<file path="config.mk">
export PLATFORM = sky130hd
export DESIGN_NAME = shreg_sequencer
export DESIGN_NICKNAME = d
export VERILOG_FILES = /design/src/rtl/shreg_sequencer_pkg.sv /design/src/rtl/shreg_seq_counter.sv /design/src/rtl/shreg_sequencer.sv
export SDC_FILE = /design/constraint.sdc
export NUM_CORES = 1
export LEC_CHECK = 0
export ABC_AREA = 1
export BUFFER_PORTS_ARGS = -buffer_cell sky130_fd_sc_hd__buf_2
export CORE_ASPECT_RATIO = 1.1
export CORE_UTILIZATION = 35
export CTS_CLUSTER_DIAMETER = 150
export DETAILED_ROUTE_END_ITERATION = 16
export PLACE_DENSITY_LB_ADDON = 0.1
export SKIP_LAST_GASP = 1
export SLEW_MARGIN = 20
export SYNTH_ARGS = -nofsm -noshare
export SYNTH_HDL_FRONTEND = slang
export SYNTH_SLANG_ARGS = --single-unit
</file>
<file path="constraint.sdc">
create_clock -name clk -period 3.1 [get_ports clk]
set_input_delay 0.465 -clock clk [delete_from_list [all_inputs] [get_ports clk]]
set_output_delay 0.465 -clock clk [all_outputs]
set_load 0.005 [all_outputs]
</file>
<file path="src/rtl/shreg_sequencer_pkg.sv">
`default_nettype none
// ============================================================================
//  Module      : shreg_sequencer_pkg
//  Description : Shared op codes and FSM state encodings for the shift
//                register sequencer and its companion shift register.
//  Revision    : 1.0
// ============================================================================
package shreg_sequencer_pkg;

    // Command / shift-register select encoding
    typedef enum logic [1:0] {
        OP_SHR  = 2'b00,
        OP_SHL  = 2'b01,
        OP_SHT  = 2'b10,
        OP_LOAD = 2'b11
    } op_e;

    // Sequencer states; ST_SETTLE is only reachable in readback builds
    typedef enum logic [1:0] {
        ST_IDLE   = 2'b00,
        ST_RUN    = 2'b01,
        ST_SETTLE = 2'b10,
        ST_FIN    = 2'b11
    } state_e;

    // LOAD always occupies exactly one enable cycle; shifts use the count
    function automatic logic op_has_cycles(input logic [1:0] op, input logic count_nz);
        return (op == OP_LOAD) || count_nz;
    endfunction

endpackage : shreg_sequencer_pkg
`default_nettype wire

</file>
<file path="src/rtl/shreg_seq_counter.sv">
`default_nettype none
// ============================================================================
//  Module      : shreg_seq_counter
//  Description : Loadable down-counter with a zero flag; saturates at zero.
//  Revision    : 1.0
// ============================================================================
module shreg_seq_counter #(
    parameter int CNT_W = 4
) (
    input  logic             clk,
    input  logic             rst,
    input  logic             i_load,
    input  logic [CNT_W-1:0] i_load_val,
    input  logic             i_dec,
    output logic             o_zero
);

    logic [CNT_W-1:0] r_count;

    // Load takes priority over decrement; never wrap below zero
    always_ff @(posedge clk) begin
        if (rst) begin
            r_count <= '0;
        end else if (i_load) begin
            r_count <= i_load_val;
        end else if (i_dec && (r_count != '0)) begin
            r_count <= r_count - CNT_W'(1);
        end
    end

    assign o_zero = (r_count == '0);

endmodule : shreg_seq_counter
`default_nettype wire

</file>
<file path="src/rtl/shreg_sequencer.sv">
`default_nettype none
// ============================================================================
//  Module      : shreg_sequencer
//  Description : Expands one handshaked command into the per-cycle
//                enable/select/serial/parallel stream for the 8-bit
//                multi-mode shift register, then pulses done.
//                Optional feature macro: SHREG_SEQ_READBACK_EN adds a
//                settle cycle and captures the register into rd_data.
//  Revision    : 1.0
// ============================================================================
module shreg_sequencer
    import shreg_sequencer_pkg::*;
#(
    parameter int DATA_W = 8,
    parameter int SER_W  = 3,
    parameter int CNT_W  = 4
) (
    input  logic              clk,
    input  logic              reset,
    input  logic              cmd_valid,
    output logic              cmd_ready,
    input  logic [1:0]        cmd_op,
    input  logic [CNT_W-1:0]  cmd_count,
    input  logic [SER_W-1:0]  cmd_serial,
    input  logic [DATA_W-1:0] cmd_data,
    input  logic              abort,
    output logic              sr_enable,
    output logic [1:0]        sr_select,
    output logic [SER_W-1:0]  sr_serial_in,
    output logic [DATA_W-1:0] sr_parallel_in,
    input  logic [DATA_W-1:0] sr_parallel_out,
    output logic              busy,
    output logic              done,
    output logic              aborted
`ifdef SHREG_SEQ_READBACK_EN
    ,
    output logic [DATA_W-1:0] rd_data,
    output logic              rd_valid
`endif
);

`ifdef SHREG_SEQ_READBACK_EN
    localparam state_e c_post_run  = ST_SETTLE;
    localparam logic   c_readback  = 1'b1;
`else
    localparam state_e c_post_run  = ST_FIN;
    localparam logic   c_readback  = 1'b0;
    // Register output is only consumed by the readback capture
    logic w_unused_pout;
    assign w_unused_pout = ^sr_parallel_out;
`endif

    state_e           r_state;
    logic             w_accept;
    logic             w_cnt_zero;
    logic [CNT_W-1:0] w_load_val;

    // Only IDLE accepts, and cmd_ready is high exactly in IDLE
    assign w_accept   = (r_state == ST_IDLE) && cmd_valid;
    // Counter holds cycles remaining after the current one
    assign w_load_val = (cmd_op == OP_LOAD) ? '0 : (cmd_count - CNT_W'(1));

    shreg_seq_counter #(
        .CNT_W (CNT_W)
    ) u_counter (
        .clk        (clk),
        .rst        (reset),
        .i_load     (w_accept),
        .i_load_val (w_load_val),
        .i_dec      (r_state == ST_RUN),
        .o_zero     (w_cnt_zero)
    );

    // Sequencer FSM; every output is registered and changes with the state
    always_ff @(posedge clk) begin
        if (reset) begin
            r_state        <= ST_IDLE;
            cmd_ready      <= 1'b1;
            sr_enable      <= 1'b0;
            sr_select      <= 2'b00;
            sr_serial_in   <= '0;
            sr_parallel_in <= '0;
            busy           <= 1'b0;
            done           <= 1'b0;
            aborted        <= 1'b0;
`ifdef SHREG_SEQ_READBACK_EN
            rd_data        <= '0;
            rd_valid       <= 1'b0;
`endif
        end else begin
            case (r_state)
                ST_IDLE: begin
                    if (w_accept) begin
                        // Output registers double as the command latch
                        sr_select      <= cmd_op;
                        sr_serial_in   <= cmd_serial;
                        sr_parallel_in <= cmd_data;
                        cmd_ready      <= 1'b0;
                        busy           <= 1'b1;
                        if (op_has_cycles(cmd_op, cmd_count != '0)) begin
                            r_state   <= ST_RUN;
                            sr_enable <= 1'b1;
                        end else begin
                            r_state   <= c_post_run;
                            done      <= ~c_readback;
                        end
                    end
                end
                ST_RUN: begin
                    // The final shift wins over a coincident abort
                    if (w_cnt_zero || abort) begin
                        r_state   <= c_post_run;
                        sr_enable <= 1'b0;
                        done      <= ~c_readback;
                        aborted   <= ~w_cnt_zero;
                    end
                end
`ifdef SHREG_SEQ_READBACK_EN
                ST_SETTLE: begin
                    // Register has absorbed the last shift by now
                    r_state  <= ST_FIN;
                    done     <= 1'b1;
                    rd_data  <= sr_parallel_out;
                    rd_valid <= 1'b1;
                end
`endif
                ST_FIN: begin
                    r_state   <= ST_IDLE;
                    cmd_ready <= 1'b1;
                    busy      <= 1'b0;
                    done      <= 1'b0;
                    aborted   <= 1'b0;
`ifdef SHREG_SEQ_READBACK_EN
                    rd_valid  <= 1'b0;
`endif
                end
                default: begin
                    r_state   <= ST_IDLE;
                    cmd_ready <= 1'b1;
                    sr_enable <= 1'b0;
                    busy      <= 1'b0;
                    done      <= 1'b0;
                    aborted   <= 1'b0;
                end
            endcase
        end
    end

endmodule : shreg_sequencer
`default_nettype wire

</file>
; ---- Yosys cells after proc, flatten, opt, wreduce, memory -nomap -nowiden
; Cells that the tools add are included.
[totals]
n_memories = 0
output_inout_bits = 18
romBits = 0
latchBits = 0
regBits = 24
mem_bits_rw = 0
elab_cells = 59
in_bits = 29
[classes]
shift = 0
div_mod_pow = 0
order_cmp = 0
reduce_logical = 15
n_eq_ne = 7
multipliers = 0
bitwise = 4
muxes = 21
addsub = 2
[ops]
columns = cell, count
row1 = 4-bit 2-to-1 mux, 3
row2 = 1-bit 2-to-1 mux, 9
row3 = 1-bit case mux with 2 select lines, 4
row4 = 2-bit AND reduction, 4
row5 = 4-bit nonzero test, 2
row6 = 4-bit by 1-bit subtractor with 4-bit output (second input constant), 2
row7 = 2-bit 2-to-1 mux, 3
row8 = 2-bit equality test (second input constant), 2
row9 = 4-bit zero test, 1
row10 = 2-bit by 1-bit != test with 1-bit output (second input constant), 2
row11 = 2-bit != test (second input constant), 2
row12 = 1-bit inverter, 4
row13 = 2-bit case mux with 2 select lines, 1
row14 = 4-bit AND reduction, 1
row15 = 1-bit case mux with 3 select lines, 1
row16 = 3-bit AND reduction, 1
row17 = 2-bit by 1-bit equality test with 1-bit output (second input constant), 1
row18 = 1-bit logical AND, 2
row19 = 2-bit zero test, 1
row20 = 1-bit logical OR, 2
row21 = 2-bit nonzero test, 1

; ---- Logic depth before layout (Yosys ltp)
[depth]
ltp_word = 5
ltp_mapped = 9
depth_no_buf = 9

; ---- Modules after synthesis
; Synthesis repeated with hierarchy kept, for this count alone.
[hier_totals]
hier_cells = 154
area_unflattened_um2 = 1112.3
[by_module_without_submodules]
columns = module, instances, area_per_inst_um2, seq_area_each_um2, cells_each
row1 = shreg_sequencer, 1, 838.3, 400.4, 113
row2 = shreg_seq_counter, 1, 274.0, 80.1, 41

; ---- Worst setup path before layout
; Ideal clock, no wire load.
[synth_path]
path_type = input -> register
start = input cmd_count[0]
end = register sr_enable
setup_ns = 0.116
setup_slack_ns = 1.902
n_path_buf = 0
path_stages = 8
arrival_time_ns = 1.082
required_ns = 2.984
path_cell_list = inv_1 ha_1 nand3_1 nor2_1 nor2_1 nand2_1 nand2_1 a21oi_1
[synth_via]
elab_chain_cells = 4
[synth_lines]
columns = element, line_no
row1 = "start, declared", shreg_sequencer.sv:23  ; input logic [CNT_W-1:0] cmd_count,
row2 = 4-bit nonzero test, shreg_sequencer.sv:100  ; if (op_has_cycles(cmd_op, cmd_count != '0)) begin
row3 = 1-bit logical OR, shreg_sequencer_pkg.sv:28  ; return (op == OP_LOAD) || count_nz;
row4 = 2-bit by 1-bit != test with 1-bit output (no line), --
row5 = 4-bit AND reduction (no line), --
row6 = "end signal, assigned", shreg_sequencer.sv:102  ; sr_enable <= 1'b1;
row7 = "end signal, assigned", shreg_sequencer.sv:113  ; sr_enable <= 1'b0;
row8 = "end signal, assigned", shreg_sequencer.sv:140  ; sr_enable <= 1'b0;
row9 = "end, declared", shreg_sequencer.sv:27  ; output logic sr_enable,
; Every way passes these cells.
; A chain may end at the register's enable or synchronous reset.

; ---- Final worst setup path
[layout_path]
start = register r_state[0]
end = register u_counter.r_count[1]
[layout_via]
elab_chain_cells = 3
word_cells_on_any_way = 6
classes_between = eq/ne (1) / mux (1) / reduce/logical (4)
[layout_lines]
columns = element, line_no
row1 = "start, declared", shreg_sequencer.sv:53  ; state_e r_state;
row2 = "start signal, assigned", shreg_sequencer.sv:104  ; r_state <= c_post_run;
row3 = "start signal, assigned", shreg_sequencer.sv:112  ; r_state <= c_post_run;
row4 = 2-bit by 1-bit equality test with 1-bit output or 2-bit zero test (tied branches), "shreg_sequencer.sv:70, shreg_sequencer.sv:59"
row5 = "1-bit logical AND, on equally long branches", "shreg_seq_counter.sv:26, shreg_sequencer.sv:59"
row6 = 2-bit nonzero test (no line) or 4-bit 2-to-1 mux (tied branches), --
row7 = "end signal, assigned", shreg_seq_counter.sv:25  ; r_count <= i_load_val;
row8 = "end signal, assigned", shreg_seq_counter.sv:27  ; r_count <= r_count - CNT_W'(1);
row9 = "end, declared", shreg_seq_counter.sv:18  ; logic [CNT_W-1:0] r_count;
; Parallel ways exist; a longest one is shown, timed or not.

==> results_dict.tcl <==
set metrics [dict create \
    initial_core_util_pct 37.50 \
    fin_area_mm2 0.001289 \
    via_count 983 \
    fill_cells 314 \
    ctsResizeCount 0 \
    end_kind "flop" \
    syn_to_final_growth_pct 22.62 \
    chipWidth_um 54.25 \
    place_hpwl_um 1558 \
    yosysWarningCount 0 \
    finalCritPeriodShare_pct 48.86 \
    wl_per_cell_um 9.879 \
    syn_inst 143 \
    overflow 0 \
    final_antenna_net_count 0 \
    grt_pass1_vias 847 \
    grt_antenna_before_repair 0 \
    reg2reg_from "r_state[0]$_SDFFE_PP0P_" \
    worstSetupPathType "flop to flop" \
    synth_area_mm2 0.001051 \
    track_usage_pct 14.26 \
    remaining_drc_errors 0 \
    required_ps 3310 \
    worstRegToRegCells 6 \
    dpl_cell_area_mm2 0.001252 \
    drt_iter0_markers 20 \
    hold_viol 0 \
    setup_tns_ps 0 \
    dr.pass1.iters 4 \
    final_util_pct 45.98 \
    grt_max_degree 22 \
    setup_viol 0 \
    final_cell_mix "buf_2, nor2_1, dfxtp_1" \
    synth_cell_types 18 \
    cts_root_buffer "clkbuf_4" \
    clockBufferDepth 2 \
    ioPinCount 47 \
    seq_area_frac_synth_pct 45.71 \
    rsz0062_at_grt "false" \
    worstMarginPinSlew_ps 524.0 \
    drv_cap 0 \
    period_minus_slack_ps 1515 \
    p_per_area_mw_per_mm2 589.9 \
    synth-seq-cells 24 \
    ctsHoldBuffers 0 \
    numCtsBuffers 3 \
    die_height_um 59.48 \
    hp-class "input pin to flop" \
    timing.critical_path.from "r_state[0]$_SDFFE_PP0P_" \
    grt_first_pass_wirelength_um 3387 \
    clkLatencyLatePin_ps 310 \
    std_cell_rows 20 \
    diodes 0 \
    total_power_mw 0.7602 \
    synth_fp_nets 174 \
    core_area_mm2 0.002803 \
    port_buffers 38 \
    clk_pin_slew_ps 130 \
    cts_setup_buffers 0 \
    clock_sinks 24 \
    drv_slew 0 \
    ir_drop_mv 0.2383 \
    p_leak_nw 0.6729 \
    synth.avg_cell_area_um2 7.350 \
    endpoint "u_counter.r_count[1]$_SDFFE_PP0P_" \
    wirelength_um 2114 \
    cp-start-kind "flop" \
    cts_tree "done" \
    layout_commonest_cell "buf_2" \
    drive_gt1_share_pct 25.41 \
    vias_per_cell 4.593 \
    maxSlewHeadroom_pct 65.03 \
    outcome "complete, no violations" \
    cp_max_fo 21 \
    gp_congestion 0.7915 \
    clock_skew_ps 2.534 \
    finalNetCount 213 \
    reg2reg_slack_ps 1590 \
    die-area_mm2 0.003227 \
    worstPathArrival_ps 1720 \
    htree_levels 1 \
    max_freq_ghz 0.6601 \
    r2r-end "u_counter.r_count[1]$_SDFFE_PP0P_" \
]
[flip-flops by register name, indices dropped and copies added, names as in the netlist]
register	flops
u_counter.r_count	4
sr_enable	1
r_state	2
sr_serial_in	3
sr_select	2
aborted	1
sr_parallel_in	8
done	1
cmd_ready	1
busy	1
[layer usage]
layer  vias to the layer above  global-route usage, %  part of all wire, %
met2                        20                  25.44                   48
met4                         0                  5.495                 0.90
met1                       434                  16.46                   46
met5                         -                      0                    0
met3                         2                  2.308                  4.7
li1                        527                      -                    -
[power by group]
part | total, mW | switching (mW) | internal (mW)
registers | 0.381 | 0.0264 | 0.354
logic | 0.215 | 0.121 | 0.0944
clock network | 0.164 | 0.0926 | 0.0716
[logic make-up after synthesis]
kind of cell,after synthesis,synth area share (%)
buffers and inverters,22,9.285
and+or+nand+nor,60,22.86
xor gates and xnor gates,4,3.334
AOI/OAI and AO/OA,31,16.43
DFF,24,45.71
adders and majority gates,2,2.381
[worst max-delay path, cell delays in order, from the launching register on]
cell and delay (ps):
dfxtp_1 370, nor2_4 190, nand2_2 270, inv_2 310
nor2_1 70, a21oi_1 130, a21oi_1 80
[cell usage after synthesis, drive strengths merged]
cell | n | area [um^2]
xor2 | 2 | 17.52
nand2 | 20 | 77.58
a21oi | 10 | 61.31
ha | 2 | 25.02
o22ai | 1 | 6.260
dfxtp | 24 | 480.5
buf | 2 | 22.52
clkbuf | 2 | 7.510
a22oi | 2 | 15.01
o21ai | 18 | 90.09
inv | 18 | 67.56
xnor2 | 2 | 17.52
nand3 | 4 | 20.02
nor2 | 36 | 142.6
[area by class of cell]
type / count / area [um^2] / area share [%]
clock buffer: 4 / 36.28 / 2.816
inverter: 18 / 67.56 / 5.243
sequential: 24 / 480.5 / 37.28
multi-input combinational: 97 / 473.0 / 36.70
timing repair buffer: 38 / 190.2 / 14.76
tap: 33 / 41.29 / 3.204
[stage by stage]
stage	hold slack, ps	worst slack, ps	cells
global placement	438.3	1510	210
CTS	330.0	1566	214
floorplan	446.6	1902	143
finish	339.5	1585	214
global route	327.8	1438	214
detailed placement	445.2	1503	210
[worst min path at each step]
| stage | end | start | cells past startpoint |
|---|---|---|---|
| floorplan | done$_SDFFE_PP0P_ | done$_SDFFE_PP0P_ | 2 |
| global placement | done$_SDFFE_PP0P_ | done$_SDFFE_PP0P_ | 2 |
| detailed placement | done$_SDFFE_PP0P_ | done$_SDFFE_PP0P_ | 2 |
| CTS | busy$_SDFFE_PP0P_ | reset | 2 |
| global route | sr_enable$_SDFFE_PP0P_ | reset | 2 |
| finish | busy$_SDFFE_PP0P_ | reset | 2 |
No activity file was read; power rests on OpenSTA's default activity.
